[src/rtl/uart_pkg.sv]
// Shared types and helpers for the word-oriented UART transmitter (and a future receiver).
package uart_pkg;

    typedef enum logic [2:0] {
        ST_IDLE,
        ST_START,
        ST_DATA,
        ST_PARITY,
        ST_STOP
    } state_t;

    localparam int PARITY_NONE = 0;
    localparam int PARITY_ODD  = 1;
    localparam int PARITY_EVEN = 2;

    // Bits on the line per character: start + data + optional parity + stop.
    function automatic int frame_bits(input int data_bits, input int parity, input int stop_bits);
        return 1 + data_bits + ((parity != PARITY_NONE) ? 1 : 0) + stop_bits;
    endfunction

endpackage

[src/rtl/uart_baud_gen.sv]
// Bit-period timer: counts 0..PRESCALER-1 while running and flags the last count.
module uart_baud_gen #(
    parameter int PRESCALER = 200
) (
    input  logic i_clk,
    input  logic i_rst,
    input  logic i_run,
    output logic o_tick
);

    localparam int              CNT_W = $clog2(PRESCALER);
    localparam logic [CNT_W-1:0] LAST = CNT_W'(PRESCALER - 1);

    logic [CNT_W-1:0] count;

    // NOTE: sequential state uses non-blocking assignments so every flop samples pre-edge values.
    always_ff @(posedge i_clk or posedge i_rst) begin
        if (i_rst) begin
            count <= '0;
        end else if (!i_run || count == LAST) begin
            count <= '0;
        end else begin
            count <= count + 1'b1;
        end
    end

    assign o_tick = i_run && (count == LAST);

endmodule

[src/rtl/uart_tx_word.sv]
// UART transmitter that frames and serialises a multi-character word behind a valid/ready handshake.
module uart_tx_word
    import uart_pkg::*;
#(
    parameter int WORD_CHARS     = 4,
    parameter int DATA_BITS      = 8,
    parameter int PARITY         = 0,
    parameter int STOP_BITS      = 1,
    parameter int MSC_FIRST      = 1,
    parameter int BAUD_PRESCALER = 200
) (
    input  logic                            i_clk,
    input  logic                            i_rst,
    input  logic [WORD_CHARS*DATA_BITS-1:0] i_data,
    input  logic                            i_valid,
    output logic                            o_ready,
    output logic                            o_busy,
    output logic                            o_char_done,
    output logic                            o_tx
);

    localparam int                BIT_W     = $clog2(DATA_BITS);
    localparam int                CHAR_W    = (WORD_CHARS > 1) ? $clog2(WORD_CHARS) : 1;
    localparam logic [BIT_W-1:0]  LAST_BIT  = BIT_W'(DATA_BITS - 1);
    localparam logic [CHAR_W-1:0] LAST_CHAR = CHAR_W'(WORD_CHARS - 1);
    localparam logic              STOP_LAST = (STOP_BITS == 2);

    if (WORD_CHARS < 1 || DATA_BITS < 5 || DATA_BITS > 8 || PARITY < 0 || PARITY > 2 ||
        STOP_BITS < 1 || STOP_BITS > 2 || BAUD_PRESCALER < 2 ||
        frame_bits(DATA_BITS, PARITY, STOP_BITS) > 12) begin : g_bad_params
        $error("uart_tx_word: unsupported parameter combination");
    end

    state_t                          state, state_next;
    logic [WORD_CHARS*DATA_BITS-1:0] word;
    logic [BIT_W-1:0]                bit_idx, bit_idx_next;
    logic                            stop_idx, stop_idx_next;
    logic [CHAR_W-1:0]               char_idx, char_idx_next;
    logic [CHAR_W-1:0]               char_sel;
    logic [DATA_BITS-1:0]            cur_char;
    logic                            parity_bit;
    logic                            load;
    logic                            done_next;
    logic                            tx_next;
    logic                            run;
    logic                            tick;

    assign run = (state != ST_IDLE);

    uart_baud_gen #(
        .PRESCALER(BAUD_PRESCALER)
    ) u_baud (
        .i_clk (i_clk),
        .i_rst (i_rst),
        .i_run (run),
        .o_tick(tick)
    );

    assign char_sel = (MSC_FIRST != 0) ? (LAST_CHAR - char_idx) : char_idx;

    always_comb begin
        cur_char = '0;
        for (int k = 0; k < WORD_CHARS; k++) begin
            if (char_sel == CHAR_W'(k)) begin
                cur_char = word[k*DATA_BITS +: DATA_BITS];
            end
        end
    end

    assign parity_bit = (PARITY == PARITY_ODD) ? ~^cur_char : ^cur_char;

    // NOTE: every always_comb output gets a default first, so no path through the block infers a latch.
    always_comb begin
        state_next    = state;
        bit_idx_next  = bit_idx;
        stop_idx_next = stop_idx;
        char_idx_next = char_idx;
        load          = 1'b0;
        done_next     = 1'b0;

        unique case (state)
            ST_IDLE: begin
                if (i_valid) begin
                    load          = 1'b1;
                    state_next    = ST_START;
                    bit_idx_next  = '0;
                    stop_idx_next = 1'b0;
                    char_idx_next = '0;
                end
            end
            ST_START: begin
                if (tick) begin
                    state_next   = ST_DATA;
                    bit_idx_next = '0;
                end
            end
            ST_DATA: begin
                if (tick) begin
                    if (bit_idx == LAST_BIT) begin
                        bit_idx_next  = '0;
                        stop_idx_next = 1'b0;
                        state_next    = (PARITY != PARITY_NONE) ? ST_PARITY : ST_STOP;
                    end else begin
                        bit_idx_next = bit_idx + 1'b1;
                    end
                end
            end
            ST_PARITY: begin
                if (tick) begin
                    state_next    = ST_STOP;
                    stop_idx_next = 1'b0;
                end
            end
            ST_STOP: begin
                if (tick) begin
                    if (stop_idx == STOP_LAST) begin
                        stop_idx_next = 1'b0;
                        done_next     = 1'b1;
                        if (char_idx == LAST_CHAR) begin
                            state_next    = ST_IDLE;
                            char_idx_next = '0;
                        end else begin
                            state_next    = ST_START;
                            char_idx_next = char_idx + 1'b1;
                        end
                    end else begin
                        stop_idx_next = 1'b1;
                    end
                end
            end
            default: state_next = ST_IDLE;
        endcase

        // Line level is decided from the next state so o_tx can be a plain flop.
        case (state_next)
            ST_START:  tx_next = 1'b0;
            ST_DATA:   tx_next = cur_char[bit_idx_next];
            ST_PARITY: tx_next = parity_bit;
            default:   tx_next = 1'b1;
        endcase
    end

    always_ff @(posedge i_clk or posedge i_rst) begin
        if (i_rst) begin
            state       <= ST_IDLE;
            bit_idx     <= '0;
            stop_idx    <= 1'b0;
            char_idx    <= '0;
            o_tx        <= 1'b1;
            o_ready     <= 1'b1;
            o_char_done <= 1'b0;
        end else begin
            state       <= state_next;
            bit_idx     <= bit_idx_next;
            stop_idx    <= stop_idx_next;
            char_idx    <= char_idx_next;
            o_tx        <= tx_next;
            o_ready     <= (state_next == ST_IDLE);
            o_char_done <= done_next;
        end
    end

    // NOTE: the word register is pure datapath, loaded before any use, so it carries no reset.
    always_ff @(posedge i_clk) begin
        if (load) begin
            word <= i_data;
        end
    end

    assign o_busy = ~o_ready;

endmodule

[config.mk]
export PLATFORM = sky130hd
export DESIGN_NAME = uart_tx_word
export DESIGN_NICKNAME = d
export VERILOG_FILES = /design/src/rtl/uart_pkg.sv /design/src/rtl/uart_baud_gen.sv /design/src/rtl/uart_tx_word.sv
export SDC_FILE = /design/constraint.sdc
export NUM_CORES = 1
export LEC_CHECK = 0
export ABC_AREA = 1
export BUFFER_PORTS_ARGS = -buffer_cell sky130_fd_sc_hd__buf_2
export CORE_ASPECT_RATIO = 1.4
export CORE_MARGIN = 8
export CORE_UTILIZATION = 50
export CTS_CLUSTER_SIZE = 28
export DETAILED_ROUTE_END_ITERATION = 10
export GPL_TIMING_DRIVEN = 0
export PLACE_DENSITY = 0.71
export SETUP_SLACK_MARGIN = 0.05
export SLEW_MARGIN = 30
export SYNTH_ARGS = -nofsm -noshare
export SYNTH_HDL_FRONTEND = slang
export SYNTH_SLANG_ARGS = --single-unit
[constraint.sdc]
create_clock -name i_clk -period 4.5 [get_ports i_clk]
set_input_delay 0 -clock i_clk [delete_from_list [all_inputs] [get_ports i_clk]]
set_output_delay 0 -clock i_clk [all_outputs]
set_load 0.05 [all_outputs]
### Yosys cells after proc, flatten, opt, wreduce, memory -nomap -nowiden

Cells that the tools add are included.

* register bits after elaboration: 52
* bits in latches: 0
* RAM bits: 0
* bits in read-only memories: 0
* input bits: 35
* output and inout bits: 4
* logic and storage cells: 85
* memories: 0

* add/sub/neg operators: 4
* multiply operators: 0
* divide/modulo/power cells: 0
* magnitude comparators: 1
* equality and inequality tests: 19
* shift operators: 0
* muxes and demuxes: 39
* bitwise gates (word level): 1
* reduce and logical (&&, ||, !) cells: 12

Operator list (count)
* 8-bit two-way mux: 5
* 3-bit two-way mux: 11
* 3-bit one-hot mux with 5 select lines: 1
* 1-bit two-way mux: 13
* 3-bit by 2-bit == test with 1-bit output (second input constant): 4
* 2-bit inequality test (second input constant): 6
* 3-bit one-hot mux with 3 select lines: 1
* 8-bit by 1-bit adder with 8-bit output (second input constant): 1
* 8-bit == test (second input constant): 1
* 2-bit two-way mux: 4
* 8-bit XOR reduction: 1
* 2-bit == test (second input constant): 3
* 3-bit by 1-bit == test with 1-bit output (second input constant): 2
* 3-bit == test (second input constant): 2
* 3-bit logical NOT: 2
* 6-bit AND reduction: 1
* 3-bit by 4-bit less-than comparator with 1-bit output (second input constant): 1
* 1-bit one-hot mux with 4 select lines: 1
* 2-bit one-hot mux with 2 select lines: 1
* 4-bit AND reduction: 1
* 4-bit nonzero test: 1
* 3-bit by 1-bit adder with 3-bit output (second input constant): 1
* 1-bit binary-select mux with 3-bit select: 1
* 1-bit one-hot mux with 3 select lines: 1
* 10 further kinds: 10

### Depth between registers and ports, before layout

Gate-level depths: netlist of the first run.

* word-level depth: 9
* mapped depth: 18
* depth with buffers taken out: 18

### Cells and area by module

Synthesis of the first run repeated with hierarchy kept, for this count alone.

* cell total of the unflattened synthesis: 324
* area total of the unflattened synthesis: 2717.6 um^2

Modules (own cells, without submodules)
* uart_tx_word: times used 1, cells each 268, area an instance 2294.7 um^2, seq. area each 1238.7 um^2
* uart_baud_gen: times used 1, cells each 56, area an instance 422.9 um^2, seq. area each 200.2 um^2

### Worst setup path after synthesis of the first run

Ideal clock, no wire load.

* kind: flip-flop to flip-flop
* start point: reg state[1]
* end point: reg o_tx
* library setup time: 76 ps
* arrival time: 2562 ps
* data required time: 4424 ps
* setup slack: 1863 ps
* cell stages (with the launch flop): 10
* buffers on the path: 0
* period minus slack after synthesis: 2637 ps
* path through: dfrtp_1 nor2_4 nand2_4 nor2_1 inv_1 o21ai_1 or2_1 nand2_1 inv_1 nand2_1

* elaborated cells on any way between the ends: 24
* classes of those cells: 7 x eq/ne; 14 x mux; 3 x reduce/logical

RTL lines
* from (decl): line uart_tx_word.sv:34 `state_t state, state_next;`
* from (signal assigned): line uart_tx_word.sv:153 `state <= state_next;`
* 3-bit nonzero test: line uart_tx_word.sv:48 `assign run = (state != ST_IDLE);`
* 1-bit logical AND: line uart_baud_gen.sv:27 `assign o_tick = i_run && (count == LAST);`
* 3-bit two-way mux, on equally long branches
* 3-bit one-hot mux with 5 select lines (*): line uart_tx_word.sv:81 `unique case (state)`
* net state_next[0]: line uart_tx_word.sv:34
* 3-bit by 2-bit == test with 1-bit output or 3-bit by 1-bit == test with 1-bit output (tied branches): line uart_tx_word.sv:135 `case (state_next)`
* 1-bit one-hot mux with 3 select lines (*): line uart_tx_word.sv:135
* net tx_next: line uart_tx_word.sv:44 `logic tx_next;`
* to (signal assigned): line uart_tx_word.sv:157 `o_tx <= tx_next;`
* to (decl): line uart_tx_word.sv:19 `output logic o_tx`

The timed path passes the listed nets; every way through them passes the cells marked *. The select of a mux whose other input is x is not followed.
A chain may end at the register's enable or synchronous reset.

### Final worst setup path of the first run

* start point: reg char_idx[1]
* end point: reg o_tx

* longest elaborated chain between the ends: 9
* elaborated cells on any way between the ends: 21
* classes of those cells: 1 x add/sub; 7 x eq/ne; 11 x mux; 2 x reduce/logical

RTL lines
* from (decl): line uart_tx_word.sv:38 `logic [CHAR_W-1:0] char_idx, char_idx_next;`
* from (signal assigned): line uart_tx_word.sv:156 `char_idx <= char_idx_next;`
* 2-bit subtractor: line uart_tx_word.sv:59 `assign char_sel = (MSC_FIRST != 0) ? (LAST_CHAR - char_idx) : char_idx;`
* 2-bit logical NOT: line uart_tx_word.sv:64 `if (char_sel == CHAR_W'(k)) begin`
* 8-bit two-way mux (4 in series): line uart_tx_word.sv:64
* 1-bit binary-select mux with 3-bit select: line uart_tx_word.sv:137 `ST_DATA: tx_next = cur_char[bit_idx_next];`
* 1-bit two-way mux (not written as such): line uart_tx_word.sv:137
* 1-bit one-hot mux with 3 select lines (*): line uart_tx_word.sv:135
* net tx_next: line uart_tx_word.sv:44

Marked as above.

==> impl_metrics.toml, run 1 <==
[place]
place_ws_ps = 2430
globalplace.congestion = 0.824
hpwl_mm = 3.92
numPortBuffers = 38
place_area_um2 = 2920

[die]
coreArea_um2 = 5120
ios = 39
die_x_um = 77.0
fp-row-count = 31
die-area_um2 = 7820
die_h_um = 101
initial_utilization_pct = 51.0

[drt]
num_vias = 2218
drc = 0
ant_nets = 0
vias_per_cell = 4.93
firstDrtPassIters = 4
wl_per_cell_um = 13.0
drt_wl_total_mm = 5.86
dr.first_iter.drc_count = 145

[clock_tree]
cts-root-buf = "clkbuf_8"
cts_sinks = 51
postCtsSetupBuffers = 0
clk-insertion-delay-late_ps = 300
clk_transition_reported_paths_ps = 90
cts_buffers = 5
clock_path_buffers = 2
cts_tree = "built"
htree_num_levels = 2

[sta]
skew_ps = 5.98
hold_viol = 0
setup_viol_count_final = 0
setup_tns_ps = 0
fmax_mhz = 471
max_slew_margin_pct = 51.7
finalCritPeriodShare_pct = 47.2
worst_pin_slew_ps = 724
timing.hold.ws_ps = 180
slew_viol_final = 0
rsz0062_at_grt = "no"
fin_crit_ps = 2120
fin_ws_ps = 2380

[pwr]
power.density_nw_per_um2 = 269
power_leakage_nw = 1.63
ir_worst_vdd_mv = 0.249

[critical_path]
rrSetupSlack_ps = 2380
crit_buf_inv = 5
setup.worst_path.end_class = "register"
worstSetupPathType = "register to register"
path_delay_family = "simple AND/OR/NAND/NOR gates"
cp_data_required_time_ps = 4750
cp-start-kind = "register"
crit_chain = "inv_1 > ha_1 > buf_2 > inv_2 > nor2_1 > nor2_1 > a21boi_0 > nand2_1 > nand2_1 > nand2_1 > nand2_1 > inv_1 > nand2_1 > nand3_1 > nand2_1 > inv_1 > nand2_1"
crit_fanout = 10
cp_slowest_cell = "dfrtp_1"
cp_common_cell = "nand2_1"
cpPeakStageDelay_ps = 410
arrival_ps = 2370

[layout]
drive_gt1_share_pct = 17.7
fin_area_um2 = 3380
nFillCells = 444
synthToLayoutAreaGrowth_pct = 29.5
fin_nets = 425
diodes = 0

[global_routing]
grt_remaining_overflow = 0
grt_pass1_wl_mm = 10.0
grt_max_degree = 23
track_usage_pct = 15.9
grt_pass1_vias = 2248
antenna_found_initial = 0

[run_status]
status = "completed"

[synthesis]
ys_types = 26
synth-warning-count = 0
synth_fp_nets = 346
synthesis.instances = 304
synth_seq_cells = 51
ys_seq_area_share_pct = 55.2
syn_area_um2 = 2610
syn_avg_cell_area_um2 = 8.58

[worst_hold_path]
hold_class = "input pin to register"

[flow_run]
drv_cap = 0
[state kept, by name (all words and copies together) (netlist names)]
| signal | count |
|---|---|
| u_baud.count | 8 |
| char_idx | 2 |
| o_ready | 1 |
| state | 3 |
| o_char_done | 1 |
| word | 32 |
| bit_idx | 3 |
| o_tx | 1 |
[stage by stage]
stage          utilization, %  total power [mW]  instances
2_1_floorplan               -             0.511        304
3_3_place_gp             56.3             0.525        408
3_5_place_dp             57.0             0.526        409
4_1_cts                  66.0             0.909        450
5_1_grt                  66.0             0.938        450
6_report                 66.0             0.910        450
[final timing paths]
path,from,end,depth (start not counted)
setup / recovery,char_idx[1]$_DFFE_PP0P_,o_tx$_DFF_PP1_,17
hold / removal,i_valid,word[20]$_DFFE_PP_,3
setup reg to reg,char_idx[1]$_DFFE_PP0P_,o_tx$_DFF_PP1_,17
hold reg to reg,u_baud.count[0]$_DFF_PP0_,u_baud.count[0]$_DFF_PP0_,1
max in group asynchronous,i_rst,state[0]$_DFF_PP0_,3
min in group asynchronous,i_rst,u_baud.count[0]$_DFF_PP0_,3
[report_power, final]
part           internal, mW  switching (mW)  leakage [nW]  total (mW)
logic                0.0289          0.0121          1.05      0.0411
registers             0.498               0         0.515       0.498
clock network         0.222           0.149        0.0654       0.371
[repair_timing]
item / 4_1_cts / 5_1_grt
hold endpoints to repair: 49 / 0
gates resized for setup: 0 / 0
hold buffers: 33 / 0
[cells by family (layout without fill, tap and decap cells)]
group	after synthesis	after routing	synth area share, %
xor+xnor	1	1	0.336
compound gates	28	28	5.71
fa+ha+maj	7	7	3.36
simple gates	176	176	29.3
flops	51	51	55.2
buf+inv	41	121	6.14
[cells in the final DEF (no fill, tap or decap), types with 2 or more instances in the layout]
| cell type | n |
|---|---|
| ha_1 | 7 |
| bufinv_16 | 2 |
| nor3_1 | 4 |
| o21ai_0 | 5 |
| dlygate4sd3_1 | 33 |
| edfxtp_1 | 32 |
| dfrtp_1 | 17 |
| or2_1 | 3 |
| a21oi_1 | 17 |
| inv_1 | 31 |
| dfstp_2 | 2 |
| a21boi_0 | 2 |
| nand2_2 | 3 |
| nand3_1 | 26 |
| inv_2 | 5 |
| o21ai_1 | 3 |
| nor2_1 | 26 |
| nor2_4 | 4 |
| clkbuf_8 | 5 |
| nand2_1 | 105 |
| buf_2 | 42 |
[cell usage after synthesis]
cell type | n | area [µm²]
a21boi_0 | 2 | 15.0
a21oi_1 | 17 | 85.1
and3_1 | 1 | 6.26
buf_2 | 4 | 20.0
clkinv_2 | 1 | 5.00
dfrtp_1 | 17 | 425
dfstp_2 | 2 | 52.6
edfxtp_1 | 32 | 961
ha_1 | 7 | 87.6
inv_1 | 31 | 116
inv_2 | 5 | 18.8
nand2_1 | 105 | 394
nand2_2 | 3 | 18.8
nand2_4 | 1 | 11.3
nand3_1 | 26 | 130
nand3_4 | 1 | 17.5
nand4_1 | 1 | 6.26
nor2_1 | 27 | 101
nor2_4 | 3 | 33.8
nor3_1 | 4 | 20.0
o21ai_0 | 5 | 25.0
o21ai_1 | 3 | 15.0
o221ai_1 | 1 | 8.76
or2_1 | 3 | 18.8
or2_2 | 1 | 6.26
xnor2_1 | 1 | 8.76
[cell type report]
cell class	instances	area, µm²	area share [%]
Buffer	4	20.0	0.592
Clock buffer	6	72.6	2.15
Clock inverter	2	60.1	1.78
Inverter	37	140	4.15
Multi-Input combinational cell	212	1020	30.1
Sequential cell	51	1440	42.6
Tap cell	66	82.6	2.44
Timing Repair Buffer	72	548	16.2
[worst min-delay path, cell delays in order]
cell    delay (ps)
buf_2          100
inv_1          100
nor2_4         110
[routing by layer]
metal  share of wire (%)  GRT usage [%]  vias to the layer above
met4                 1.7           5.98                        0
met1                  39           16.0                     1018
met5                   0              0                        -
met3                 4.9           4.00                        8
met2                  54           30.8                       58
li1                    -              -                     1134
No activity file was read; power rests on OpenSTA's default activity.
==> run 2, diff against run 1 <==
Clock period 4.5 ns to 2.09 ns, I/O delays scaled along.
==> run 2 against run 1 <==
Net effect: wire length shrank 1.2%; critical path depth grew 1; first-iteration DRC count shrank 0.69%; core utilization grew 0.66 points; maximum frequency grew 11%; clock power grew 59%; die area is the same; via count shrank 0.23%; clock skew shrank 1.4 ps.
==> impl_metrics.toml, run 2 (synthesis gave the netlist of run 1 again) <==
[critical_path]
crit_chain = "inv_2 > ha_2 > buf_6 > inv_4 > nor2_1 > nor2_1 > nand2_1 > nand2_2 > inv_1 > nand2_1 > nand2_1 > nand2_2 > nand2_1 > nand2_1 > nand3_1 > nand2_1 > inv_1 > nand2_1"
r2r-start = "char_idx[1]$_DFFE_PP0P_"
cp_slowest_cell = "dfrtp_1"
setup.worst_path.end_class = "register"
crit_start = "char_idx[1]$_DFFE_PP0P_"
worstSetupPathType = "register to register"
cp_common_cell = "nand2_1"
arrival_ps = 2160
cpPeakStageDelay_ps = 430
cp-start-kind = "register"
crit_fanout = 9
path_delay_family = "simple AND/OR/NAND/NOR gates"
cp_data_required_time_ps = 2340
crit_buf_inv = 5

[pwr]
p_int_mw = 1.38
p_sw_share_pct = 21.1
switchingPower_mw = 0.369
combPwrFrac_pct = 5.1
power_leakage_nw = 1.62
pwr-share-clk_pct = 33.7
ir_worst_vdd_mv = 0.470
p_seq_share_pct = 61.2
power_mw = 1.75
power.density_nw_per_um2 = 513

[global_routing]
grt_pass1_vias = 2306
grt_pass1_wl_mm = 9.76
grt_remaining_overflow = 0
grt_max_degree = 34
antenna_found_initial = 0
track_usage_pct = 15.3

[clock_tree]
htree_num_levels = 2
clk-insertion-delay-late_ps = 300
clk_transition_reported_paths_ps = 100
clock_path_buffers = 2
cts_sinks = 51
cts_buffers = 5
cts_tree = "built"
cts-root-buf = "clkbuf_8"

[layout]
synthToLayoutAreaGrowth_pct = 30.8
seqCellArea_um2 = 1440
drive_gt1_share_pct = 23.6
top_register = "word"
largest_reg_flops = 32
instances_no_fill = 452
nFillCells = 440
top_regs = "word: 32 flops, u_baud.count: 8 flops"
fin_nets = 427
final_common_cell = "nand2_1"
final_cell_mix = "99 x nand2_1, 39 x buf_2, 33 x dlygate4sd3_1"
diodes = 0
multi_input_area_um2 = 1080

[sta]
fmax_mhz = 523
setup_viol_count_final = 0
rsz0062_at_grt = "no"
skew_ps = 4.58
worst_pin_slew_ps = 749
slew_viol_final = 0
setup_tns_ps = 0
fin_crit_ps = 1910
finalCritPeriodShare_pct = 91.5
hold_viol = 0
max_slew_margin_pct = 50.0

[die]
die_x_um = 77.0
die_h_um = 101
coreArea_um2 = 5120
initial_utilization_pct = 51.0
die-area_um2 = 7820
ios = 39
fp-row-count = 31

[run_status]
status = "completed"

[worst_hold_path]
hp-start = "i_valid"
hold_class = "input pin to register"

[drt]
dr.first_iter.drc_count = 144
ant_nets = 0
num_vias = 2213
drt_wl_total_mm = 5.79
drc = 0
vias_per_cell = 4.90
firstDrtPassIters = 4
wl_per_cell_um = 12.8

[place]
globalplace.congestion = 0.826
hpwl_mm = 3.89
dp_cells = 408
numPortBuffers = 38

[flow_run]
drv_cap = 0
run 2: power by group through the flow:
stage	Combinational (mW)	Clock, mW	Sequential (mW)
2_1_floorplan	0.00659	0	1.09
3_3_place_gp	0.0373	0	1.09
3_5_place_dp	0.0388	0	1.09
4_1_cts	0.0854	0.606	1.07
5_1_grt	0.0971	0.647	1.07
6_report	0.0886	0.591	1.07
run 2: layout make-up:
type,count,area share (%)
Tap cell,66,2.42
Inverter,37,4.18
Sequential cell,51,42.2
Timing Repair Buffer,73,15.6
Multi-Input combinational cell,213,31.7
Buffer,4,1.10
Clock buffer,5,2.02
Clock inverter,3,0.843
run 2: worst paths after layout:
kind	to	slack, ps	cells past startpoint
max	o_tx$_DFF_PP1_	180	18
max reg2reg	o_tx$_DFF_PP1_	180	18
min reg2reg	u_baud.count[0]$_DFF_PP0_	560	2
min	word[7]$_DFFE_PP_	300	3
max in group asynchronous	bit_idx[0]$_DFF_PP0_	1290	3
min in group asynchronous	bit_idx[1]$_DFF_PP0_	350	3
run 2: worst reg2reg max path, delay by kind of cell, from the launching register on:
family	cells	cell delay, ps
buffers and inverters	5	430
adder cells (fa/ha/maj)	1	210
AND/OR/NAND/NOR	12	800
flip-flops	1	430
run 2: layer usage:
layer | GRT usage, % | wire [µm] | part of all wire [%]
met1 | 14.8 | 2220 | 38
met2 | 29.9 | 3150 | 54
met3 | 4.09 | 274 | 4.7
met4 | 5.69 | 145 | 2.5
met5 | 0 | 0 | 0
run 2: what timing repair did:
item,in CTS,in global routing
hold endpoints to repair,49,0
pin swaps,0,4
resized for setup,4,28
endpoints found under the setup margin,1,4
hold buffers,33,0
setup buffers,0,1
cloned,0,2
run 2: through the flow:
| stage | hold WS, ps | utilization [%] | instance area (µm²) | setup slack (ps) |
|---|---|---|---|---|
| floorplan | -50.4 | - | 2620 | 361 |
| global placement | 151 | 56.4 | 2890 | 95.9 |
| detailed placement | 162 | 56.4 | 2890 | 53.3 |
| CTS | 286 | 65.0 | 3330 | 63.1 |
| global route | 331 | 66.7 | 3410 | 30.6 |
| finish | 303 | 66.7 | 3410 | 177 |
